--- config.mk ---
export PLATFORM = sky130hd
export DESIGN_NAME = fetch_stage_ifid
export DESIGN_NICKNAME = d
export VERILOG_FILES = /design/src/rtl/fetch_stage_ifid.sv
export SDC_FILE = /design/constraint.sdc
export NUM_CORES = 1
export LEC_CHECK = 0
export CAP_MARGIN = 20
export CORE_ASPECT_RATIO = 2
export CORE_UTILIZATION = 51
export CTS_CLUSTER_DIAMETER = 30
export DETAILED_ROUTE_END_ITERATION = 10
export PLACE_DENSITY_LB_ADDON = 0.05
export SYNTH_ARGS = -nofsm -noshare
export SYNTH_HDL_FRONTEND = slang
export SYNTH_SLANG_ARGS = --single-unit
--- constraint.sdc ---
create_clock -name clk -period 2.5 [get_ports clk]
set_input_delay 0.375 -clock clk [delete_from_list [all_inputs] [get_ports clk]]
set_output_delay 0.375 -clock clk [all_outputs]
set_load 0.01 [all_outputs]
--- src/rtl/fetch_stage_ifid.sv ---
// fetch_stage_ifid: PC, ready-handshake instruction fetch and IF/ID register.
// A word fetched during an ID stall waits in a one-entry buffer (HOLD state).
module fetch_stage_ifid #(
    parameter int ADDR_WIDTH = 32,
    parameter logic [ADDR_WIDTH-1:0] RESET_PC = '0
) (
    input  logic                  clk,
    input  logic                  reset,
    output logic                  imem_req,
    output logic [ADDR_WIDTH-1:0] imem_addr,
    input  logic                  imem_ready,
    input  logic [31:0]           imem_rdata,
    input  logic                  stall,
    input  logic                  branch_taken,
    input  logic [ADDR_WIDTH-1:0] branch_target,
    output logic                  if_id_valid,
    output logic [31:0]           if_id_instr,
    output logic [5:0]            if_id_op,
    output logic [5:0]            if_id_funct,
    output logic [ADDR_WIDTH-1:0] if_id_pc_plus4
);
    typedef enum logic [1:0] {FETCH, HOLD, DRAIN} state_t;

    state_t state, state_n;
    logic [ADDR_WIDTH-1:0] pc, pc_n, tgt, tgt_n, buf_pc4, buf_pc4_n, pc4, pc4_n, pc_inc, target;
    logic [31:0] buf_instr, buf_instr_n, instr, instr_n;
    logic valid, valid_n;

    assign pc_inc = pc + ADDR_WIDTH'(4);
    assign target = branch_target & ~ADDR_WIDTH'(3);

    assign imem_req = !reset && state != HOLD;
    assign imem_addr = pc;
    assign if_id_valid = valid;
    assign if_id_instr = instr;
    assign if_id_op = instr[31:26];
    assign if_id_funct = instr[5:0];
    assign if_id_pc_plus4 = pc4;

    always_comb begin
        state_n = state;
        pc_n = pc;
        tgt_n = tgt;
        buf_instr_n = buf_instr;
        buf_pc4_n = buf_pc4;
        valid_n = valid;
        instr_n = instr;
        pc4_n = pc4;
        if (branch_taken) begin
            valid_n = 1'b0;
            instr_n = '0;
            // An outstanding request must complete before the PC may move.
            if (state == HOLD || imem_ready) begin
                pc_n = target;
                state_n = FETCH;
            end else begin
                tgt_n = target;
                state_n = DRAIN;
            end
        end else begin
            case (state)
                FETCH: begin
                    if (imem_ready && !stall) begin
                        valid_n = 1'b1;
                        instr_n = imem_rdata;
                        pc4_n = pc_inc;
                        pc_n = pc_inc;
                    end else if (imem_ready) begin
                        buf_instr_n = imem_rdata;
                        buf_pc4_n = pc_inc;
                        pc_n = pc_inc;
                        state_n = HOLD;
                    end else if (!stall) begin
                        valid_n = 1'b0;
                        instr_n = '0;
                    end
                end
                HOLD: begin
                    if (!stall) begin
                        valid_n = 1'b1;
                        instr_n = buf_instr;
                        pc4_n = buf_pc4;
                        state_n = FETCH;
                    end
                end
                default: begin
                    if (imem_ready) begin
                        pc_n = tgt;
                        state_n = FETCH;
                    end
                end
            endcase
        end
    end

    always_ff @(posedge clk) begin
        if (reset) begin
            state <= FETCH;
            pc <= RESET_PC;
            tgt <= '0;
            buf_instr <= '0;
            buf_pc4 <= '0;
            valid <= 1'b0;
            instr <= '0;
            pc4 <= '0;
        end else begin
            state <= state_n;
            pc <= pc_n;
            tgt <= tgt_n;
            buf_instr <= buf_instr_n;
            buf_pc4 <= buf_pc4_n;
            valid <= valid_n;
            instr <= instr_n;
            pc4 <= pc4_n;
        end
    end
endmodule
Word level (Yosys, flattened, before mapping)
Cells that the tools add are included.
{"block": "totals", "reg_bits": 193, "latch_bits": 0, "ram_bits": 0, "mem_bits_ro": 0, "output_inout_bits": 110, "wordCells": 66, "mem_count": 0}
{"block": "op_classes", "n_addsub": 1, "mul": 0, "n_div": 0, "order_cmp": 0, "n_eq_ne": 11, "n_shift": 0, "muxes": 26, "bitwise": 3, "n_reduce_logical": 17}
{"cell": "$mux W32", "count": 11}
{"cell": "$pmux W32 S2", "count": 3}
{"cell": "$add A32 B3 Y32 const B", "count": 1}
{"cell": "$reduce_and A4 Y1", "count": 5}
{"cell": "$ne A3 B3 Y1 const B", "count": 5}
{"cell": "$mux W2", "count": 6}
{"cell": "$reduce_bool A3 Y1", "count": 3}
{"cell": "$ne A2 B2 Y1 const B", "count": 3}
{"cell": "$mux W1", "count": 4}
{"cell": "$ne A2 B1 Y1 const B", "count": 2}
{"cell": "$pmux W2 S2", "count": 1}
{"cell": "$not A1 Y1", "count": 3}
{"cell": "$eq A2 B1 Y1 const B", "count": 1}
{"cell": "$logic_and A1 B1 Y1", "count": 2}
{"cell": "$logic_not A1 Y1", "count": 2}
{"cell": "$logic_not A2 Y1", "count": 1}
{"cell": "$pmux W1 S2", "count": 1}
{"cell": "$reduce_and A2 Y1", "count": 1}
{"cell": "$reduce_bool A2 Y1", "count": 1}
{"cell": "$reduce_or A2 Y1", "count": 1}
{"cell": "$logic_or A1 B1 Y1", "count": 1}

Longest topological paths before layout
{"block": "depth", "depth_word": 5, "mapped_depth": 9, "ltp_nobuf": 6}

Least setup slack after synthesis
No wires, ideal clock.
{"block": "synth_timing", "kind": "register -> register", "startpoint": "register pc[2] (netlist: imem_addr[2])", "endpoint": "register pc[26] (netlist: imem_addr[26])", "t_arrival_ns": 2.149, "path_slack_ns": 0.229, "path_stages_with_launch": 8, "period_less_slack_ns": 2.271, "cell_sequence": "dfxtp_1 > ha_1 > nand3_2 > or4_1 > buf_2 > nor3_2 > o22ai_1 > a221o_1"}
{"block": "synth_via", "elab_chain_len": 5}
{"element": "from (decl)", "line_no": "25", "text": "logic [ADDR_WIDTH-1:0] pc, pc_n, tgt, tgt_n, buf_pc4, buf_pc4_n, pc4, pc4_n, pc_inc, target;"}
{"element": "from (signal assigned)", "line_no": "108", "text": "pc <= pc_n;"}
{"element": "$add A32 B3 Y32 *", "line_no": "29", "text": "assign pc_inc = pc + ADDR_WIDTH'(4);"}
{"element": "$mux W32", "line_no": "68", "text": "end else if (imem_ready) begin"}
{"element": "$mux W32 *", "line_no": "63", "text": "if (imem_ready && !stall) begin"}
{"element": "$pmux W32 S2 *", "line_no": "61", "text": "case (state)"}
{"element": "$mux W32 *", "line_no": "49", "text": "if (branch_taken) begin"}
Mark *: on every way between the ends. The rest lies on a longest branch, timed or not. The select of a mux whose other input is x is not followed.
A chain may end at the register's enable or synchronous reset.

Worst setup path after layout
{"block": "layout_timing", "startpoint": "register pc[12] (netlist: imem_addr[12])", "endpoint": "register pc[26] (netlist: imem_addr[26])"}
Same word-level chain as after synthesis.

==> summary.txt <==
Layout
  – Layout Area Growth over Synthesis: 30.2%
  – FF/Latch Area: 3740 um^2
  – Fin cells: 1421
  – NumNets Final: 1274
  – ANT cells: 0
  – Share of layout cells above drive strength 1: 0.0871
  – Multi-input gate area: 4190 um^2
  – Commonest non-fill, non-tap cell in the layout: dfxtp_1
  – Fillers: 1430
  – Final core utilization: 0.676
  – Most frequent cells in the layout: dfxtp_1, nand2_1, clkdlybuf4s50_1

Placement
  – Post-DP HPWL: 16000 um
  – Placed cells: 1389
  – PortBufs: 172
  – Placer Congestion: 0.886

Yosys
  – Yosys top cell by area: dfxtp_1
  – Sequential element share of the synthesized area: 0.446
  – Synth area leaders: dfxtp_1, nand2_1, a21oi_1
  – Netlist cell types: 60
  – Fraction of registers with async set/reset: 0
  – Synthesized area: 8400 um^2
  – Syn. warnings: 0
  – Yosys top cell area share: 0.446
  – Flops & latches, synth: 187
  – Post-synth top flop: dfxtp_1
  – Post-synth EDFFs: 0
  – Avg Cell Area, Syn: 7.85 um^2
  – Post-synthesis instance total: 1070

Floorplan
  – DIE WIDTH: 92.8 um
  – Die Y: 184 um
  – Cell Rows: 66
  – Ports: 179
  – Total core area: 16200 um^2
  – Die area: 17000 um^2
  – Initial cell density of the core: 0.519

Timing
  – # setup viols final: 0
  – Fin Setup TNS: 0 ps
  – Max Clock Freq: 432 MHz
  – Slew @ Worst Pin: 631 ps
  – RSZ-0062 raised after global routing: false
  – Slew HR: 0.579
  – Hold Vio Cnt, Final: 0
  – Period utilisation layout: 0.926
  – Min cycle time layout: 2320 ps
  – Final Max Slew Viols: 0
  – Clock Skew: 14.4 ps

Power and ir drop
  – PwrDens: 647 nW/um^2
  – Maximum VDD drop: 0.466 mV
  – Pleak: 3.88 nW
  – Total Power: 7.08 mW

GRT
  – GRT Total Usage: 0.281
  – Antenna violations before repair: 0
  – Pin count of the biggest net entering global routing: 128
  – First-pass GRT wire length: 37900 um
  – Gr ovfl total: 0
  – Vias in the first global route: 7531

Setup path
  – Critical path cell sequence: nand4_2, or4_1, buf_4, nor3_2, o22ai_1, a221o_1
  – R2r worst-path depth: 6
  – CP required: 2810 ps
  – Critical Path End Type: flop
  – Kind of critical path: reg -> reg
  – Slowest-stage cell, CP: or4_1
  – CP delay by family, top: simple AND/OR/NAND/NOR gates
  – Critical path depth in cells: 6
  – CP max FO: 10
  – Worst EP arrival: 2630 ps
  – Crit-path max cell delay: 560 ps
  – Crit path launch type: flop
  – WP buf/inv: 1

Clocking
  – CTS tree: done
  – Cts bufs inserted: 17
  – Clk_lat worst skew: 440 ps
  – CTS max path bufs: 2
  – Clk root buf: clkbuf_16
  – Htree depth: 4
  – Clock sink count: 187
  – Worst-path clk slew: 70 ps

Hold path
  – Worst hold path class: in -> reg
  – Hold Crit Depth: 2

Routing
  – WL/cell: 16.8 um
  – Total number of vias: 8280
  – DR pass1 iterations: 5
  – Routed WL: 23800 um
  – Vias/cell: 5.83
  – Drc violations: 0
  – Initial DRC count: 499
  – Post-DRT Antenna Nets: 0

Job
  – Max Cap Viol: 0

Run status
  – Outcome: complete, no violations
cell families after synthesis:
| family | count (synthesis) | share of synthesized area |
|---|---|---|
| AOI/OAI and AO/OA | 295 | 0.228 |
| xor gates and xnor gates | 18 | 0.0188 |
| adders and majority gates | 1 | 0.00149 |
| buffers and inverters | 120 | 0.0615 |
| DFF | 187 | 0.446 |
| muxes | 4 | 0.00491 |
| other | 1 | 0.000446 |
| and+or+nand+nor | 444 | 0.239 |
through the flow:
stage	hold WS (ps)	setup WS (ps)	cell area, um^2
floorplan	432	229	8410
CTS	215	133	10900
detailed placement	444	169	10300
global placement	437	223	10300
global route	228	70.0	10900
finish	230	184	10900
synth_stat cells, drive strengths merged (6+ instances only):
cell    count
dfxtp     187
nand2     180
nor2      122
a21oi     120
clkbuf     88
nor3       66
o21ai      37
a221oi     34
a211oi     26
nand3      25
buf        21
o211ai     15
o32ai      13
and3       12
inv        10
a311oi      9
xnor2       9
xor2        9
a31oi       8
nor4        8
nand4       7
a211o       6
what timing repair did:
action / CTS / global route
setup endpoints to repair: 0 / 3
gates resized for setup: 0 / 1
buffers inserted: 0 / 0
hold buffers: 0 / 0
registers in the layout, indices dropped and copies added (netlist names):
name,count
state,2
if_id_pc_plus4,30
if_id_valid,1
buf_pc4,30
buf_instr,32
imem_addr,30
tgt,30
if_id_instr,32
routing by layer:
metal,routed length (um),share of wire,GRT usage,vias to the layer above
li1,-,-,-,4054
met4,720,0.030,0.118,0
met5,0,0,0,-
met2,12400,0.52,0.498,293
met1,9420,0.40,0.331,3889
met3,1270,0.053,0.0430,44
power by group:
| part | internal, mW | leakage (nW) | switching [mW] |
|---|---|---|---|
| combinational | 0.500 | 2.07 | 0.572 |
| clock | 1.54 | 0.287 | 1.20 |
| sequential | 3.13 | 1.53 | 0.138 |
| total | 5.17 | 3.88 | 1.91 |
final cells by class:
class / count / share of cell area
multi-input cells: 766 / 0.383
flip-flops and latches: 187 / 0.342
repair buffers: 221 / 0.194
clock buffers: 20 / 0.0417
well taps: 204 / 0.0233
clock inverters: 12 / 0.0126
inverters: 11 / 0.00377
path summary, 6_finish.rpt:
| path | startpoint | end | slack [ps] |
|---|---|---|---|
| hold reg to reg | tgt[22] | tgt[22] | 450 |
| hold / removal | reset | buf_instr[3] | 230 |
| setup reg to reg | imem_addr[12] | imem_addr[26] | 180 |
| setup / recovery | imem_addr[12] | imem_addr[26] | 180 |
Note: power is estimated with default switching activity, not from simulation.
